[config.mk]
export PLATFORM = sky130hd
export DESIGN_NAME = gl_raster_sched_flat
export DESIGN_NICKNAME = d
export VERILOG_FILES = /design/src/rtl/gl_raster_pkg.sv /design/src/rtl/gl_raster_sched_if.sv /design/src/rtl/gl_sched_watchdog.sv /design/src/rtl/gl_raster_sched.sv /design/src/flat_wrapper.sv
export SDC_FILE = /design/constraint.sdc
export NUM_CORES = 1
export LEC_CHECK = 0
export ABC_AREA = 1
export BUFFER_PORTS_ARGS = -buffer_cell sky130_fd_sc_hd__buf_2
export CAP_MARGIN = 30
export CORE_AREA = 2 2 456 458
export CTS_CLUSTER_DIAMETER = 80
export DETAILED_ROUTE_END_ITERATION = 16
export DIE_AREA = 0 0 458 460
export PLACE_DENSITY = 0.36
export SLEW_MARGIN = 20
export SYNTH_ARGS = -nofsm -noshare
export SYNTH_HDL_FRONTEND = slang
export SYNTH_HIERARCHICAL = 1
export SYNTH_SLANG_ARGS = --single-unit
[constraint.sdc]
create_clock -name clk -period 28.6 [get_ports clk]
set_clock_uncertainty 0.15 [all_clocks]
set_input_delay 4.29 -clock clk [delete_from_list [all_inputs] [get_ports clk]]
set_output_delay 4.29 -clock clk [all_outputs]
set_load 0.01 [all_outputs]
[src/rtl/gl_raster_pkg.sv]
// Shared definitions for the triangle rasterizer pipeline: state encoding,
// vertex/colour field positions and default widths.
package gl_raster_pkg;

   localparam int DEF_VERTEX_W       = 96;
   localparam int DEF_COLOR_W        = 96;
   localparam int DEF_CNT_W          = 16;
   localparam int DEF_SETTLE_CYCLES  = 2;
   localparam int DEF_TIMEOUT_CYCLES = 1048576;

   // IEEE-754 single fields inside the vertex and colour words
   localparam int VTX_X_MSB = 95;
   localparam int VTX_X_LSB = 64;
   localparam int VTX_Y_MSB = 63;
   localparam int VTX_Y_LSB = 32;
   localparam int COL_R_MSB = 95;
   localparam int COL_R_LSB = 64;
   localparam int COL_G_MSB = 63;
   localparam int COL_G_LSB = 32;
   localparam int COL_B_MSB = 31;
   localparam int COL_B_LSB = 0;

   localparam logic [1:0] ST_IDLE_ENC   = 2'd0;
   localparam logic [1:0] ST_SETTLE_ENC = 2'd1;
   localparam logic [1:0] ST_START_ENC  = 2'd2;
   localparam logic [1:0] ST_RUN_ENC    = 2'd3;

   typedef enum logic [1:0] {
      ST_IDLE   = ST_IDLE_ENC,
      ST_SETTLE = ST_SETTLE_ENC,
      ST_START  = ST_START_ENC,
      ST_RUN    = ST_RUN_ENC
   } sched_state_e;

endpackage

[src/rtl/gl_raster_sched_if.sv]
// Upstream triangle bus: valid/ready handshake carrying three vertices and
// three colours from the geometry stage to the scheduler.
interface gl_raster_sched_if
   import gl_raster_pkg::*;
#(
   parameter int VERTEX_TYPE_SIZE = DEF_VERTEX_W,
   parameter int COLOR_TYPE_SIZE  = DEF_COLOR_W
);
   logic                        tri_valid;
   logic                        tri_ready;
   logic [VERTEX_TYPE_SIZE-1:0] tri_vertex1;
   logic [VERTEX_TYPE_SIZE-1:0] tri_vertex2;
   logic [VERTEX_TYPE_SIZE-1:0] tri_vertex3;
   logic [COLOR_TYPE_SIZE-1:0]  tri_color1;
   logic [COLOR_TYPE_SIZE-1:0]  tri_color2;
   logic [COLOR_TYPE_SIZE-1:0]  tri_color3;

   modport master (
      output tri_valid, tri_vertex1, tri_vertex2, tri_vertex3,
             tri_color1, tri_color2, tri_color3,
      input  tri_ready
   );

   modport slave (
      input  tri_valid, tri_vertex1, tri_vertex2, tri_vertex3,
             tri_color1, tri_color2, tri_color3,
      output tri_ready
   );
endinterface

[src/rtl/gl_sched_watchdog.sv]
// RUN-state watchdog: counts while enabled, clears when told, and flags
// expiry once LIMIT cycles have elapsed.
module gl_sched_watchdog #(
   parameter int LIMIT = 1048576
) (
   input  logic clk,
   input  logic rst,
   input  logic en,
   input  logic clr,
   output logic expire
);
   localparam int W = $clog2(LIMIT + 1);

   logic [W-1:0] cnt_q, cnt_d;

   always_comb begin
      expire = en && (cnt_q == W'(LIMIT - 1));
      cnt_d  = cnt_q;
      if (clr)
         cnt_d = '0;
      else if (en && !expire)
         cnt_d = cnt_q + 1'b1;
   end

   always_ff @(posedge clk or posedge rst) begin
      if (rst)
         cnt_q <= '0;
      else
         cnt_q <= cnt_d;
   end
endmodule

[src/rtl/gl_raster_sched.sv]
// Triangle scheduler: latches one triangle, lets it settle, strobes the
// rasterizer and waits for done. Optional watchdog: GL_RASTER_SCHED_TIMEOUT_EN.
module gl_raster_sched
   import gl_raster_pkg::*;
#(
   parameter int VERTEX_TYPE_SIZE = DEF_VERTEX_W,
   parameter int COLOR_TYPE_SIZE  = DEF_COLOR_W,
   parameter int SETTLE_CYCLES    = DEF_SETTLE_CYCLES,
   parameter int CNT_W            = DEF_CNT_W
`ifdef GL_RASTER_SCHED_TIMEOUT_EN
   ,
   parameter int TIMEOUT_CYCLES   = DEF_TIMEOUT_CYCLES
`endif
) (
   input  logic                        clk,
   input  logic                        rst,
   gl_raster_sched_if.slave            tri_bus,
   output logic [VERTEX_TYPE_SIZE-1:0] vertex_out1,
   output logic [VERTEX_TYPE_SIZE-1:0] vertex_out2,
   output logic [VERTEX_TYPE_SIZE-1:0] vertex_out3,
   output logic [COLOR_TYPE_SIZE-1:0]  color_out1,
   output logic [COLOR_TYPE_SIZE-1:0]  color_out2,
   output logic [COLOR_TYPE_SIZE-1:0]  color_out3,
   output logic                        fifo_ready,
   input  logic                        raster_ready,
   output logic                        busy,
   output logic [CNT_W-1:0]            tri_count,
   output logic                        timeout_err
);
   sched_state_e                          state_q, state_d;
   logic [3:0]                            settle_cnt_q, settle_cnt_d;
   logic [2:0][VERTEX_TYPE_SIZE-1:0]      vertex_q, vertex_d;
   logic [2:0][COLOR_TYPE_SIZE-1:0]       color_q, color_d;
   logic                                  tri_ready_q, tri_ready_d;
   logic                                  fifo_ready_q, fifo_ready_d;
   logic                                  busy_q, busy_d;
   logic [CNT_W-1:0]                      tri_count_q, tri_count_d;

`ifdef GL_RASTER_SCHED_TIMEOUT_EN
   logic timeout_err_q, timeout_err_d;
   logic expire;

   gl_sched_watchdog #(
      .LIMIT (TIMEOUT_CYCLES)
   ) u_watchdog (
      .clk    (clk),
      .rst    (rst),
      .en     (state_q == ST_RUN),
      .clr    (state_q != ST_RUN),
      .expire (expire)
   );

   assign timeout_err = timeout_err_q;
`else
   assign timeout_err = 1'b0;
`endif

   always_comb begin
      state_d      = state_q;
      settle_cnt_d = settle_cnt_q;
      vertex_d     = vertex_q;
      color_d      = color_q;
      tri_count_d  = tri_count_q;
`ifdef GL_RASTER_SCHED_TIMEOUT_EN
      timeout_err_d = timeout_err_q;
`endif
      case (state_q)
         ST_IDLE: begin
            // tri_ready_q gates acceptance so nothing is taken on the edge right after reset
            if (tri_bus.tri_valid && tri_ready_q) begin
               vertex_d     = {tri_bus.tri_vertex3, tri_bus.tri_vertex2, tri_bus.tri_vertex1};
               color_d      = {tri_bus.tri_color3, tri_bus.tri_color2, tri_bus.tri_color1};
               settle_cnt_d = 4'(SETTLE_CYCLES - 1);
               state_d      = ST_SETTLE;
            end
         end
         ST_SETTLE: begin
            if (settle_cnt_q == 4'd0)
               state_d = ST_START;
            else
               settle_cnt_d = settle_cnt_q - 4'd1;
         end
         ST_START: state_d = ST_RUN;
         ST_RUN: begin
            // a done pulse on the expiry cycle still counts as a completed triangle
            if (raster_ready) begin
               tri_count_d = tri_count_q + 1'b1;
               state_d     = ST_IDLE;
            end
`ifdef GL_RASTER_SCHED_TIMEOUT_EN
            else if (expire) begin
               timeout_err_d = 1'b1;
               state_d       = ST_IDLE;
            end
`endif
         end
         default: state_d = ST_IDLE;
      endcase
      tri_ready_d  = (state_d == ST_IDLE);
      fifo_ready_d = (state_d == ST_START);
      busy_d       = (state_d != ST_IDLE);
   end

   always_ff @(posedge clk or posedge rst) begin
      if (rst) begin
         state_q      <= ST_IDLE;
         settle_cnt_q <= '0;
         vertex_q     <= '0;
         color_q      <= '0;
         tri_ready_q  <= 1'b0;
         fifo_ready_q <= 1'b0;
         busy_q       <= 1'b0;
         tri_count_q  <= '0;
`ifdef GL_RASTER_SCHED_TIMEOUT_EN
         timeout_err_q <= 1'b0;
`endif
      end else begin
         state_q      <= state_d;
         settle_cnt_q <= settle_cnt_d;
         vertex_q     <= vertex_d;
         color_q      <= color_d;
         tri_ready_q  <= tri_ready_d;
         fifo_ready_q <= fifo_ready_d;
         busy_q       <= busy_d;
         tri_count_q  <= tri_count_d;
`ifdef GL_RASTER_SCHED_TIMEOUT_EN
         timeout_err_q <= timeout_err_d;
`endif
      end
   end

   assign tri_bus.tri_ready = tri_ready_q;
   assign fifo_ready        = fifo_ready_q;
   assign busy              = busy_q;
   assign tri_count         = tri_count_q;
   assign vertex_out1       = vertex_q[0];
   assign vertex_out2       = vertex_q[1];
   assign vertex_out3       = vertex_q[2];
   assign color_out1        = color_q[0];
   assign color_out2        = color_q[1];
   assign color_out3        = color_q[2];
endmodule

[src/flat_wrapper.sv]
// flat-port wrapper written by rule: the top's interface ports become plain ports
module gl_raster_sched_flat import gl_raster_pkg::*;
#(
   parameter int VERTEX_TYPE_SIZE = DEF_VERTEX_W,
   parameter int COLOR_TYPE_SIZE  = DEF_COLOR_W,
   parameter int SETTLE_CYCLES    = DEF_SETTLE_CYCLES,
   parameter int CNT_W            = DEF_CNT_W

)
  (clk, rst, vertex_out1, vertex_out2, vertex_out3, color_out1, color_out2, color_out3, fifo_ready, raster_ready, busy, tri_count, timeout_err, tri_bus_tri_valid, tri_bus_tri_vertex1, tri_bus_tri_vertex2, tri_bus_tri_vertex3, tri_bus_tri_color1, tri_bus_tri_color2, tri_bus_tri_color3, tri_bus_tri_ready);
  gl_raster_sched_if #(.VERTEX_TYPE_SIZE(VERTEX_TYPE_SIZE), .COLOR_TYPE_SIZE(COLOR_TYPE_SIZE)) tri_bus_i ();
  input  logic clk;
  input  logic rst;
  output logic [VERTEX_TYPE_SIZE-1:0] vertex_out1;
  output logic [VERTEX_TYPE_SIZE-1:0] vertex_out2;
  output logic [VERTEX_TYPE_SIZE-1:0] vertex_out3;
  output logic [COLOR_TYPE_SIZE-1:0] color_out1;
  output logic [COLOR_TYPE_SIZE-1:0] color_out2;
  output logic [COLOR_TYPE_SIZE-1:0] color_out3;
  output logic fifo_ready;
  input  logic raster_ready;
  output logic busy;
  output logic [CNT_W-1:0] tri_count;
  output logic timeout_err;
  input wire logic [$bits(tri_bus_i.tri_valid)-1:0] tri_bus_tri_valid;
  input wire logic [$bits(tri_bus_i.tri_vertex1)-1:0] tri_bus_tri_vertex1;
  input wire logic [$bits(tri_bus_i.tri_vertex2)-1:0] tri_bus_tri_vertex2;
  input wire logic [$bits(tri_bus_i.tri_vertex3)-1:0] tri_bus_tri_vertex3;
  input wire logic [$bits(tri_bus_i.tri_color1)-1:0] tri_bus_tri_color1;
  input wire logic [$bits(tri_bus_i.tri_color2)-1:0] tri_bus_tri_color2;
  input wire logic [$bits(tri_bus_i.tri_color3)-1:0] tri_bus_tri_color3;
  output wire logic [$bits(tri_bus_i.tri_ready)-1:0] tri_bus_tri_ready;
  assign tri_bus_i.tri_valid = tri_bus_tri_valid;
  assign tri_bus_i.tri_vertex1 = tri_bus_tri_vertex1;
  assign tri_bus_i.tri_vertex2 = tri_bus_tri_vertex2;
  assign tri_bus_i.tri_vertex3 = tri_bus_tri_vertex3;
  assign tri_bus_i.tri_color1 = tri_bus_tri_color1;
  assign tri_bus_i.tri_color2 = tri_bus_tri_color2;
  assign tri_bus_i.tri_color3 = tri_bus_tri_color3;
  assign tri_bus_tri_ready = tri_bus_i.tri_ready;
  gl_raster_sched #(.VERTEX_TYPE_SIZE(VERTEX_TYPE_SIZE), .COLOR_TYPE_SIZE(COLOR_TYPE_SIZE), .SETTLE_CYCLES(SETTLE_CYCLES), .CNT_W(CNT_W)) u_core (.clk(clk), .rst(rst), .tri_bus(tri_bus_i), .vertex_out1(vertex_out1), .vertex_out2(vertex_out2), .vertex_out3(vertex_out3), .color_out1(color_out1), .color_out2(color_out2), .color_out3(color_out3), .fifo_ready(fifo_ready), .raster_ready(raster_ready), .busy(busy), .tri_count(tri_count), .timeout_err(timeout_err));
endmodule
; After elaboration in Yosys (flattened, before gate mapping)
; Index checks and enable logic that the tools add are counted.
[totals]
mem_bits_rw = 0
elab_cells = 36
regBits = 601
latchBits = 0
inputBits = 580
romBits = 0
mem_count = 0
[op_classes]
n_eq_ne = 6
muxes = 7
div_mod_pow = 0
n_shift = 0
bitwise_logic = 0
order_cmp = 0
reduce_logical = 9
multipliers = 0
n_addsub = 2
[op_table]
columns = cell, n
row1 = 16-bit by 1-bit adder with 16-bit output (second input constant), 1
row2 = 4-bit 2-to-1 mux, 2
row3 = 2-bit one-hot mux with 4 select lines, 1
row4 = 4-bit one-hot mux with 2 select lines, 1
row5 = 2-bit == test (second input constant), 3
row6 = 2-bit 2-to-1 mux, 3
row7 = 2-bit logical NOT, 2
row8 = 4-bit logical NOT, 1
row9 = 2-bit AND reduction, 2
row10 = 2-bit nonzero test, 2
row11 = 4-bit by 1-bit subtractor with 4-bit output (second input constant), 1
row12 = 3-bit AND reduction, 1
row13 = 2-bit by 1-bit == test with 1-bit output (second input constant), 1
row14 = 2-bit by 1-bit inequality test with 1-bit output (second input constant), 1
row15 = 2-bit inequality test (second input constant), 1
row16 = 1-bit logical AND, 1

; Longest topological paths before layout
[depth]
word_depth = 4
ltp_mapped = 8
depth_no_buf = 8

; Least setup slack after synthesis
; Ideal clock, no wire load.
[synth_path]
path_kind = input to register
startpoint = in tri_bus_tri_valid
endpoint = reg u_core.color_q (netlist bit u_core/color_out1[71])
cell_stages = 6
setup_time_ps = 116
t_required_ps = 28334
n_path_buf = 3
arrival_ps = 5006
setup_slack_ps = 23328
cell_sequence = nand4_2 > buf_4 > buf_4 > buf_4 > nand2_1 > nand2_1
[synth_via]
elab_chain_cells = 2
[synth_lines]
columns = element, line
row1 = "start, declared", flat_wrapper.sv:25  ; input wire logic [$bits(tri_bus_i.tri_valid)-1:0] tri_bus_tri_valid;
row2 = 1-bit logical AND, gl_raster_sched.sv:70  ; if (tri_bus.tri_valid && tri_ready_q) begin
row3 = 2-bit AND reduction (no source line), --
row4 = "end signal, assigned", gl_raster_sched.sv:121  ; color_q <= color_d;
row5 = "end, declared", gl_raster_sched.sv:33  ; logic [2:0][COLOR_TYPE_SIZE-1:0] color_q, color_d;
; No other way between the ends.
; A chain may end at the register's enable or synchronous reset.

; Worst setup path in the final report
[layout_path]
startpoint = in tri_bus_tri_valid
endpoint = reg u_core.color_q (netlist bit u_core/color_out3[50])
; The elaborated chain is that of the path after synthesis.

==> metrics.yaml <==
cp-end-kind: "register"
drtAntennaViolNets: 0
clockBufferDepth: 3
io_pins: 1176
mostFrequentLayoutCells: "nand2_1 (1,765), buf_2 (1,174), dfrtp_1 (601)"
finalCritPeriodShare: 0.252
synth_area_per_cell_sq_um: 8.86
wl_met1_mm: 49.9
syn_area_sq_um: 22800
grt_first_pass_wirelength_mm: 176
required_ns: 29.08
syn-num-nets: 3160
grt_start_max_net_pins: 158
cts.clk_slew.worst_paths_ns: 0.06
finalHoldViolations: 0
start_util: 0.111
async_flop_share: 1.00
synthToLayoutAreaGrowth_pct: 50.6
seq_power_share: 0.372
max_slew_margin: 0.199
p_comb_frac: 0.361
synth_top_flop_cell: "dfrtp_1"
crit_fanout: 121
first_pass_iters: 5
dp_cells: 6350
wl_mm: 128
die_x_um: 458
p_leak_uw: 0.0192
core-area_sq_um: 206000
wl_met3_mm: 14.1
reg2reg_to: "u_core/color_out3[50]$_DFFE_PP0P_"
numCtsBuffers: 81
hold_buffers: 0
overflow: 0
grt_usage: 0.117
fin_crit_ns: 7.21
finalMaxSlewViolations: 0
drive_above_1_share: 0.352
cts_sinks: 601
instances_no_fill: 6514
path_class: "input pin to register"
hold_path_class: "register to register"
drt_iter0_drc: 1264
die_h_um: 460
cp.arrival_ns: 7.69
clk_root_buffer_cell: "clkbuf_16"
p_int_uw: 2330
fin_setup_tns_ns: 0
routed.top_layer: "met5"
portBuffers: 1174
crit_path_start_kind: "input pin"
power.density_nw_per_um2: 114
viasPerCell: 3.30
wl_per_cell_um: 19.6
worst_r2r_path_depth: 7
p_sw_frac: 0.406
drc: 0
htreeDepth: 3
cts_setup_buffers: 0
outcome: "complete, no violations"
p_clk_frac: 0.267
vias: 21500
antenna_found_initial: 84
dr_wl_met2_mm: 59.8
maxCapViolCount: 0
hold_end: "u_core/vertex_out2[52]$_DFFE_PP0P_"
fill_cells: 23600
rrSetupSlack_ns: 24.48
clk_latency_ns: 0.68
setup_viol: 0
timing.rr.start: "u_core/state_q[1]$_DFF_PP0_"
ys_types: 22
holdPathStages: 2
die_area_sq_um: 211000
synth_edf_count: 0
syn-instance-count: 2578
hold_start: "u_core/vertex_out2[52]$_DFFE_PP0P_"
cts_resized: 0
rsz0062_at_grt: "false"
peakVddDrop_mv: 0.0564
final_common_cell: "nand2_1"
gp_congestion: 0.824
ys_warn_count: 6
tightest_slew_ns: 1.20
grt_pass1_vias: 22200
num_rows: 167
hpwl_mm: 100
num-nets-final: 4312
cts_tree: "built"
fmax_mhz: 139
yosysSeqAreaShare: 0.659
ys_ff_latch: 601
switchingPower_uw: 1590
[sequential cells by signal (all words and copies together), names as in the netlist]
signal                    count
u_core/color_out1            96
u_core/color_out2            96
u_core/color_out3            96
u_core/vertex_out1           96
u_core/vertex_out2           96
u_core/vertex_out3           96
u_core/tri_count             16
u_core/settle_cnt_q           4
u_core/state_q                2
u_core/busy                   1
u_core/fifo_ready             1
u_core/tri_bus.tri_ready      1
[power groups by stage]
stage / Clock, uW / Combinational (uW) / Sequential [uW]
final: 1040 / 1410 / 1450
after global routing: 1130 / 1580 / 1500
after CTS: 1090 / 1460 / 1460
after detailed placement: 0 / 1460 / 1460
after global placement: 0 / 1460 / 1460
after floorplan: 0 / 512 / 1610
[cells by family (layout without fill, tap and decap cells)]
logic type	Yosys count	in the layout	synth area share
adders and majority gates	2	2	0.00110
and+or+nand+nor	1804	1804	0.298
xor gates and xnor gates	11	11	0.00422
other	1	18	0.000164
AOI/OAI and AO/OA	6	6	0.00132
DFF	601	601	0.659
buffers and inverters	153	1368	0.0360
[worst max path at each step]
| stage | start | to | slack, ns |
|---|---|---|---|
| floorplan | rst | u_core/busy$_DFF_PP0_ | 7.34 |
| global placement | tri_bus_tri_valid | u_core/color_out2[18]$_DFFE_PP0P_ | 20.65 |
| detailed placement | tri_bus_tri_valid | u_core/color_out3[50]$_DFFE_PP0P_ | 20.59 |
| CTS | tri_bus_tri_valid | u_core/color_out3[50]$_DFFE_PP0P_ | 21.39 |
| global route | tri_bus_tri_valid | u_core/color_out2[14]$_DFFE_PP0P_ | 21.07 |
| finish | tri_bus_tri_valid | u_core/color_out3[50]$_DFFE_PP0P_ | 21.39 |
[metal layers]
metal  GRT usage  vias up
li1            -    10100
met1       0.134    10100
met2       0.193      981
met3      0.0555      258
met4      0.0349       66
met5           0        -
[critical path, stage by stage]
cell and delay [ns]:
buf_2 0.10, nand4_4 0.55, inv_8 0.83, buf_4 0.67, buf_4 0.75, nand2_1 0.12
nand2_1 0.11
[area by class of cell]
type                       count  area, sq um  area share
tap                         2704         3380      0.0984
multi-input combinational   1824         6980       0.203
clock inverter                30          377      0.0110
inverter                      25          109     0.00317
antenna                       17         42.5     0.00124
sequential                   601        15000       0.438
timing repair buffer        1197         6110       0.178
clock buffer                 116         2340      0.0680
[cell usage after synthesis, types with 3 or more instances]
master,n,area (sq um)
xnor2_1,6,52.6
nand4_1,4,25.0
nand2_1,1765,6630
dfrtp_1,601,15000
nor2_2,3,18.8
inv_2,3,11.3
nor2_1,22,82.6
xor2_1,5,43.8
buf_4,28,210
clkbuf_1,5,18.8
o21ai_0,4,20.0
inv_1,22,82.6
buf_6,4,45.0
nand3_1,7,35.0
buf_2,90,450
[stage by stage]
step | util | power (uW) | instance area, sq um | worst slack (ns) | hold WS (ns)
after global routing | 0.167 | 4210 | 34300 | 21.07 | 0.338
after CTS | 0.166 | 4020 | 34300 | 21.39 | 0.325
after global placement | 0.153 | 2930 | 31600 | 20.65 | 0.306
after detailed placement | 0.153 | 2920 | 31600 | 20.59 | 0.310
final | 0.167 | 3910 | 34400 | 21.39 | 0.320
after floorplan | - | 2120 | 22800 | 7.34 | 0.355
No activity file was read; power rests on OpenSTA's default activity.
